$ cat src/rtl/mips_loader_pkg.sv
// Shared types and constants for the MIPS32 boot-time program loader.
// Optional checksum stage is enabled by defining MIPS_LOADER_CKSUM_EN.
package mips_loader_pkg;

    typedef enum logic [2:0] {
        IDLE     = 3'd0,
        HDR_ADDR = 3'd1,
        HDR_LEN  = 3'd2,
        DATA     = 3'd3,
        CKSUM    = 3'd4,
        START    = 3'd5,
        DONE     = 3'd6,
        ERR      = 3'd7
    } state_t;

    // First byte of each word on the stream lands in bits [31:24].
    localparam bit BYTE0_IS_MSB = 1'b1;

    localparam logic [31:0] CKSUM_SEED = 32'h0000_0000;

endpackage

$ cat src/rtl/mips_byte_packer.sv
// Collects accepted stream bytes into 32-bit words; word_valid marks the
// cycle in which the fourth byte is accepted (word is valid combinationally).
module mips_byte_packer
    import mips_loader_pkg::*;
(
    input  logic        clk1,
    input  logic        rst,
    input  logic        byte_valid,
    input  logic [7:0]  byte_data,
    output logic [31:0] word,
    output logic        word_valid
);

    logic [1:0]  cnt_reg;
    logic [23:0] shift_reg;

    always_ff @(posedge clk1) begin
        if (rst) begin
            cnt_reg   <= 2'd0;
            shift_reg <= 24'd0;
        end else if (byte_valid) begin
            cnt_reg <= cnt_reg + 2'd1;
            if (BYTE0_IS_MSB)
                shift_reg <= {shift_reg[15:0], byte_data};
            else
                shift_reg <= {byte_data, shift_reg[23:8]};
        end
    end

    // The fourth byte bypasses the register so the word is usable on its accept edge.
    assign word       = BYTE0_IS_MSB ? {shift_reg, byte_data} : {byte_data, shift_reg};
    assign word_valid = byte_valid && (cnt_reg == 2'd3);

endmodule

$ cat src/rtl/mips_prog_loader.sv
// Framed byte-stream program loader for the pipelined MIPS32 core: writes the
// image into memory under cpu_rst, then releases the core with cpu_start.
// Define MIPS_LOADER_CKSUM_EN to require a trailing XOR checksum word.
module mips_prog_loader
    import mips_loader_pkg::*;
#(
    parameter int ADDR_W = 10,
    parameter int LEN_W  = 16
) (
    input  logic              clk1,
    input  logic              rst,
    input  logic              in_valid,
    input  logic [7:0]        in_data,
    output logic              in_ready,
    input  logic              reload,
    output logic              mem_we,
    output logic [ADDR_W-1:0] mem_addr,
    output logic [31:0]       mem_wdata,
    output logic              cpu_rst,
    output logic              cpu_start,
    output logic              busy,
    output logic              done,
    output logic              err,
    output logic [LEN_W-1:0]  words_written
);

`ifdef MIPS_LOADER_CKSUM_EN
    localparam state_t AFTER_DATA = CKSUM;
`else
    localparam state_t AFTER_DATA = START;
`endif

    state_t              state_reg;
    logic                accept;
    logic [31:0]         word;
    logic                word_valid;
    logic                mem_we_reg;
    logic [ADDR_W-1:0]   mem_addr_reg;
    logic [31:0]         mem_wdata_reg;
    logic                cpu_rst_reg;
    logic                cpu_start_reg;
    logic                busy_reg;
    logic                done_reg;
    logic [LEN_W-1:0]    words_written_reg;
    logic [LEN_W-1:0]    len_reg;
    logic [LEN_W-1:0]    data_cnt_reg;
`ifdef MIPS_LOADER_CKSUM_EN
    logic                err_reg;
    logic [31:0]         cksum_reg;
`endif

    assign in_ready = !rst && (state_reg inside {IDLE, HDR_ADDR, HDR_LEN, DATA, CKSUM});
    assign accept   = in_valid && in_ready;

    mips_byte_packer u_packer (
        .clk1       (clk1),
        .rst        (rst),
        .byte_valid (accept),
        .byte_data  (in_data),
        .word       (word),
        .word_valid (word_valid)
    );

    always_ff @(posedge clk1) begin
        if (rst) begin
            state_reg         <= IDLE;
            mem_we_reg        <= 1'b0;
            mem_addr_reg      <= '0;
            mem_wdata_reg     <= 32'd0;
            cpu_rst_reg       <= 1'b1;
            cpu_start_reg     <= 1'b0;
            busy_reg          <= 1'b0;
            done_reg          <= 1'b0;
            words_written_reg <= '0;
            len_reg           <= '0;
            data_cnt_reg      <= '0;
`ifdef MIPS_LOADER_CKSUM_EN
            err_reg           <= 1'b0;
            cksum_reg         <= CKSUM_SEED;
`endif
        end else begin
            mem_we_reg    <= 1'b0;
            cpu_start_reg <= 1'b0;

            // Address and count advance at the end of each strobe cycle.
            if (mem_we_reg) begin
                mem_addr_reg      <= mem_addr_reg + 1'b1;
                words_written_reg <= words_written_reg + 1'b1;
            end

            case (state_reg)
                IDLE: begin
                    if (accept) begin
                        busy_reg  <= 1'b1;
                        state_reg <= HDR_ADDR;
                    end
                end
                HDR_ADDR: begin
                    if (word_valid) begin
                        mem_addr_reg <= word[ADDR_W-1:0];
                        state_reg    <= HDR_LEN;
                    end
                end
                HDR_LEN: begin
                    if (word_valid) begin
                        len_reg           <= word[LEN_W-1:0];
                        data_cnt_reg      <= '0;
                        words_written_reg <= '0;
`ifdef MIPS_LOADER_CKSUM_EN
                        cksum_reg         <= CKSUM_SEED;
`endif
                        state_reg <= (word[LEN_W-1:0] == '0) ? AFTER_DATA : DATA;
                    end
                end
                DATA: begin
                    if (word_valid) begin
                        mem_we_reg    <= 1'b1;
                        mem_wdata_reg <= word;
                        data_cnt_reg  <= data_cnt_reg + 1'b1;
`ifdef MIPS_LOADER_CKSUM_EN
                        cksum_reg     <= cksum_reg ^ word;
`endif
                        if (data_cnt_reg + 1'b1 == len_reg)
                            state_reg <= AFTER_DATA;
                    end
                end
`ifdef MIPS_LOADER_CKSUM_EN
                CKSUM: begin
                    if (word_valid) begin
                        if (word == cksum_reg) begin
                            state_reg <= START;
                        end else begin
                            err_reg   <= 1'b1;
                            busy_reg  <= 1'b0;
                            state_reg <= ERR;
                        end
                    end
                end
`endif
                START: begin
                    cpu_rst_reg   <= 1'b0;
                    cpu_start_reg <= 1'b1;
                    busy_reg      <= 1'b0;
                    done_reg      <= 1'b1;
                    state_reg     <= DONE;
                end
                DONE: begin
                    if (reload) begin
                        cpu_rst_reg       <= 1'b1;
                        done_reg          <= 1'b0;
                        words_written_reg <= '0;
                        state_reg         <= IDLE;
                    end
                end
                ERR: begin
                    if (reload) begin
`ifdef MIPS_LOADER_CKSUM_EN
                        err_reg <= 1'b0;
`endif
                        state_reg <= IDLE;
                    end
                end
                default: state_reg <= IDLE;
            endcase
        end
    end

    assign mem_we        = mem_we_reg;
    assign mem_addr      = mem_addr_reg;
    assign mem_wdata     = mem_wdata_reg;
    assign cpu_rst       = cpu_rst_reg;
    assign cpu_start     = cpu_start_reg;
    assign busy          = busy_reg;
    assign done          = done_reg;
    assign words_written = words_written_reg;
`ifdef MIPS_LOADER_CKSUM_EN
    assign err           = err_reg;
`else
    assign err           = 1'b0;
`endif

endmodule

$ cat config.mk
export PLATFORM = sky130hd
export DESIGN_NAME = mips_prog_loader
export DESIGN_NICKNAME = d
export VERILOG_FILES = /design/src/rtl/mips_loader_pkg.sv /design/src/rtl/mips_byte_packer.sv /design/src/rtl/mips_prog_loader.sv
export SDC_FILE = /design/constraint.sdc
export NUM_CORES = 1
export LEC_CHECK = 0
export ABC_AREA = 1
export BUFFER_PORTS_ARGS = -buffer_cell sky130_fd_sc_hd__buf_2
export CORE_MARGIN = 1
export CORE_UTILIZATION = 37
export CTS_BUF_LIST = sky130_fd_sc_hd__clkbuf_16
export CTS_CLUSTER_DIAMETER = 200
export DETAILED_ROUTE_END_ITERATION = 7
export GPL_TIMING_DRIVEN = 0
export SYNTH_ARGS = -nofsm -noshare
export SYNTH_HDL_FRONTEND = slang
export SYNTH_SLANG_ARGS = --single-unit
$ cat constraint.sdc
create_clock -name clk1 -period 1.95 [get_ports clk1]
set_input_delay 0 -clock clk1 [delete_from_list [all_inputs] [get_ports clk1]]
set_output_delay 0 -clock clk1 [all_outputs]
set_load 0.02 [all_outputs]
# Word-level counts from Yosys, hierarchy flattened
# Index checks and enable logic that the tools add are counted.
[op_classes]
addsub = 4
eq_ne = 16
muxes = 26
n_bitwise = 1
reduce_logical = 18
[ops]
columns = ["cell", "n"]
rows = [
  ["$mux 16", 5],
  ["$pmux 16 s2", 2],
  ["$add 16x1->16 const B", 2],
  ["$mux 10", 3],
  ["$mux 3", 7],
  ["$pmux 3 s6", 1],
  ["$eq 16x16->1", 1],
  ["$logic_not 16->1", 1],
  ["$eq 3x3->1 const B", 4],
  ["$ne 2x1->1 const B", 6],
  ["$add 10x1->10 const B", 1],
  ["$reduce_and 2->1", 4],
  ["$eq 3x2->1 const B", 2],
  ["$pmux 1 s2", 3],
  ["$reduce_and 6->1", 1],
  ["$reduce_bool 2->1", 3],
  ["$mux 1", 5],
  ["$reduce_bool 5->1", 1],
  ["$reduce_or 2->1", 2],
  ["$eq 3x1->1 const B", 1],
  ["$logic_and 1x1->1", 3],
  ["$logic_not 3->1", 1],
  ["$reduce_and 3->1", 1],
  ["$add 2x1->2 const B", 1],
  ["other kinds (4)", 4],
]
[word_totals]
reg_bits = 124
inputBits = 12
word_cells = 78

# Logic depth before layout (Yosys ltp)
[depth]
ltp_word = 7
ltp_mapped = 16
depth_no_buf = 16

# Hierarchy
# Synthesis repeated with hierarchy kept, for this count alone.
[hier_totals]
cells_unflattened = 807
area_unflattened_um2 = 5743.0
[modules_own_cells]
columns = ["module", "n_inst", "cells_per_inst", "area_each_um2"]
rows = [
  ["mips_prog_loader", 1, 632, 4545.6],
  ["mips_byte_packer", 1, 175, 1197.4],
]

# Least setup slack after synthesis
# No wires, ideal clock.
[synth_path]
path_type = "register to register"
startpoint = "register data_cnt_reg[0]"
endpoint = "register state_reg[0]"
arrival_time_ns = 1.672
slack_ns = 0.165
path_stages_with_launch = 17
n_path_buf = 0
synth_period_minus_slack_ns = 1.785
cell_sequence = "dfxtp_1 > ha_1 > nand2_2 > nor2_4 > nand2_1 > nand2_1 > nand2_1 > nand2_1 > nand2_1 > nor2_1 > nand3_1 > nor2_1 > nand2_1 > nand2_2 > nand2_2 > o21ai_1 > inv_1"
[synth_between]
elab_chain_cells = 4
[synth_rtl]
columns = ["element", "line_no", "source"]
rows = [
  ["start: declaration", "mips_prog_loader.sv:46", "logic [LEN_W-1:0] data_cnt_reg;"],
  ["start signal: assignment", "mips_prog_loader.sv:119", "data_cnt_reg <= data_cnt_reg + 1'b1;"],
  ["$add 16x1->16", "mips_prog_loader.sv:123", "if (data_cnt_reg + 1'b1 == len_reg)"],
  ["$eq 16x16->1", "mips_prog_loader.sv:123", ""],
  ["$ne 2x1->1 (no line)", "--", ""],
  ["$reduce_and 6->1 (no line)", "--", ""],
  ["end signal: assignment", "mips_prog_loader.sv:112", "state_reg <= (word[LEN_W-1:0] == '0) ? AFTER_DATA : DATA;"],
  ["end: declaration", "mips_prog_loader.sv:33", "state_t state_reg;"],
]
# No other way between the ends.
# A chain may end at the register's enable or synchronous reset.

# Worst setup path after layout
[layout_path]
startpoint = "register data_cnt_reg[1]"
endpoint = "register state_reg[0]"
# The elaborated chain is that of the path after synthesis.

==> run summary <==
initial core utilization: 38.16%
synthesized netlist net count: 717
DRT iter0 DRCs: 322
number of nets in the final layout: 836
run status: finished, violations left
net switching share of the total power: 25.86%
class of the worst hold path: input pin to flip-flop
routability-driven placement congestion ratio: 0.8790
highest-count cells in the layout ignoring fill and taps: dfxtp_1, nand2_1, o21ai_0
number of distinct standard cells referenced by the synthesized netlist: 35
design internal power: 4.476 mW
reported net switching power: 1.561 mW
met2 wire length: 6841 µm
instance count of the mapped netlist: 701
clock transition at the register clock pins on the worst setup and hold paths after CTS: 0.06 ns
number of flip-flops under the largest register name: 32
average size of a mapped cell: 7.614 µm²
worst ir drop on vdd: 0.0005554 V
delay of the slowest cell on the worst path: 0.36 ns
Overall Global Routing Usage: 21.22%
pin count of the biggest net entering global routing: 17
residual overflow from global routing: 0
biggest fanout along the worst timing path: 4
part of the Yosys area used for sequential elements: 46.51%
transition at the pin with the smallest max-transition slack: 0.6295 ns
global-route wire length before repair: 24120 µm
worst path cell trace: ha_4, nand2_4, nor2_4, buf_6, nand2_2, nand2_1, nand2_1, nand2_1, nand2_1, nor2_1, nand3_1, nor2_1, nand2_1, nand2_2, nand2_2, o21ai_1, inv_1
Cell Area, Synth: 5338 µm²
detailed-routed wire length on met3: 799 µm
Max clock buf depth: 2
worst endpoint data arrival time: 2.27 ns
ANT nets after route: 0
WL per Instance: 14.94 µm
Clock Skews: 0.007788 ns
die extent in x: 122.1 µm
number of synthesized flops with an enable pin: 0
Final Power: 6.038 mW
floorplan die area: 14910 µm²
Yosys Warn Count: 0
post-layout minimum cycle time: 1.967 ns
relative area change from synthesis to final layout: 28.50%
CTS tree: yes
clock sink count: 124
dominant cell type by count on the critical path: nand2_1
boundary pin count: 77
area of the core region: 13990 µm²
master of the slowest instance on the critical path: dfxtp_4
Post-DP Area: 5938 µm²
number of buffers added on ports: 75
total routed wirelength: 15140 µm
CP bufs+invs: 2
pre-CTS WS: -0.3219 ns
setup repair after global routing missed its margin: yes
Leakage: 2.894 nW
clock network power share: 47.4%
number of failing setup endpoints in the final timing report: 2
top routing layer used: met4
Critical Path Start Type: flip-flop
via count of the first global-routing pass: 4716
metal1 wirelength: 7156 µm
violations in the final reports: setup timing
H-tree lvl count: 4
async set or reset register ratio after synthesis: 0%
number of endpoints with negative hold slack in the final report: 0
layout cell share with drive strength beyond 1: 21.61%
number of antenna cells inserted: 0
least setup slack across all paths after layout: -0.01672 ns
Max Transition Viols Final: 0
height of the die: 122.1 µm
vias per cell: 5.047
Seq pwr share: 43.6%
most frequently used flop master after synthesis: dfxtp_1
number of DRC violations after detailed routing: 0
nature of the critical path endpoint: flip-flop
required time at the worst-slack endpoint: 2.26 ns
number of buffers created by CTS: 17
worst slew margin relative to its limit: 58.03%
Post-Route Hold Slack: 0.05984 ns
reported max-cap violation count: 0
Highest Clock Rate: 508.5 MHz
root cell of the clock tree: clkbuf_16
Comb power frac: 9.0%
most common cell after layout, fill and taps aside: dfxtp_1
post-route cell area: 6859 µm²
initial antenna violation count: 0
DP Wirelength: 10800 µm
Top delay family on crit path: simple AND/OR/NAND/NOR gates
Crit Path Category: flip-flop to flip-flop
Pwr Density: 880.2 nW/µm²
FF+latch count, synth: 124
count of vias placed by the detailed router: 5113
total iterations of the first detailed-routing run: 5
Finished Core Util: 49.03%
post-route fraction of the period consumed by the critical path: 100.9%
cell row count: 43
clock network latency to the later pin of the worst-skew pair: 0.41 ns
==> layer usage <==
layer  global-route usage (%)  vias to the layer above
li1                         -                     2579
met1                    28.28                     2372
met2                    33.37                      140
met3                    4.260                       22
met4                    8.841                        0
met5                        0                        -
==> per-stage QoR <==
step / TNS (ns) / cells
finish: -0.02758 / 1013
global route: -0.5599 / 1013
CTS: 0 / 1005
detailed placement: -8.375 / 956
global placement: -7.839 / 956
floorplan: 0 / 701
==> logic make-up after synthesis <==
| family | Yosys count | share of synthesized area, % |
|---|---|---|
| XOR/XNOR | 25 | 4.102 |
| buffers and inverters | 108 | 7.993 |
| AO/OA/AOI/OAI | 164 | 16.69 |
| AND/OR/NAND/NOR | 275 | 23.70 |
| adder cells (fa/ha/maj) | 4 | 0.9377 |
| other | 1 | 0.07026 |
| flip-flops | 124 | 46.51 |
==> tightest hold or removal path, stage by stage <==
cell and delay (ns):
buf_2 0.11, nand3_4 0.08, buf_4 0.10, inv_1 0.04, nand2_1 0.05, nand2_1 0.04
==> Yosys cell counts (2+ instances only) <==
library cell | number | area share [%]
dfxtp_1 | 124 | 47
nand2_1 | 96 | 6.8
o21ai_0 | 87 | 8.2
inv_1 | 68 | 4.8
nor2_1 | 67 | 4.7
nand3_1 | 56 | 5.3
a21oi_1 | 54 | 5.1
clkbuf_1 | 17 | 1.2
nand4_1 | 16 | 1.9
xor2_1 | 15 | 2.5
buf_2 | 11 | 1.0
xnor2_1 | 10 | 1.6
nand3b_1 | 9 | 1.3
o32ai_1 | 8 | 1.3
nand2_2 | 7 | 0.82
nor3_1 | 7 | 0.66
nor2_2 | 6 | 0.70
inv_2 | 5 | 0.35
nor4_1 | 5 | 0.59
a32o_1 | 4 | 0.75
ha_1 | 4 | 0.94
buf_1 | 3 | 0.21
nor2_4 | 3 | 0.63
o21ai_1 | 3 | 0.28
o31ai_1 | 3 | 0.42
a31oi_1 | 2 | 0.23
buf_4 | 2 | 0.28
clkinv_1 | 2 | 0.14
==> repair_timing <==
action	CTS	global route
gates resized for setup	15	42
setup buffers	6	7
hold buffers	11	0
pin swaps	2	23
setup endpoints to repair	91	71
hold endpoints to repair	34	0
gates cloned	0	1
==> power by group through the flow <==
stage,registers (mW),clock network [mW],logic (mW)
finish,2.63,2.86,0.544
detailed placement,2.69,0,0.463
global route,2.64,3.02,0.603
floorplan,2.69,0,0.322
CTS,2.63,2.90,0.510
global placement,2.69,0,0.462
==> final timing paths <==
check | endpoint | start | cells past startpoint | slack, ns
worst max-delay path | state_reg[0]$_SDFFE_PP0P_ | data_cnt_reg[1]$_SDFFE_PP0P_ | 17 | -0.02
worst min-delay path | u_packer.cnt_reg[1]$_SDFFE_PP0P_ | in_valid | 6 | 0.06
worst max register to register | state_reg[0]$_SDFFE_PP0P_ | data_cnt_reg[1]$_SDFFE_PP0P_ | 17 | -0.02
worst min register to register | cpu_rst$_SDFFE_PP1P_ | cpu_rst$_SDFFE_PP1P_ | 2 | 0.46
==> final cells by class <==
type / instances / area [µm²]
sequential: 124 / 2492
tap: 180 / 225.2
clock buffer: 17 / 425.4
inverter: 75 / 285.3
buffer: 33 / 180.2
timing repair buffer: 100 / 599.3
clock inverter: 15 / 108.9
fill: 1422 / 7129
multi-input combinational: 469 / 2542
No activity file was read; power rests on OpenSTA's default activity.
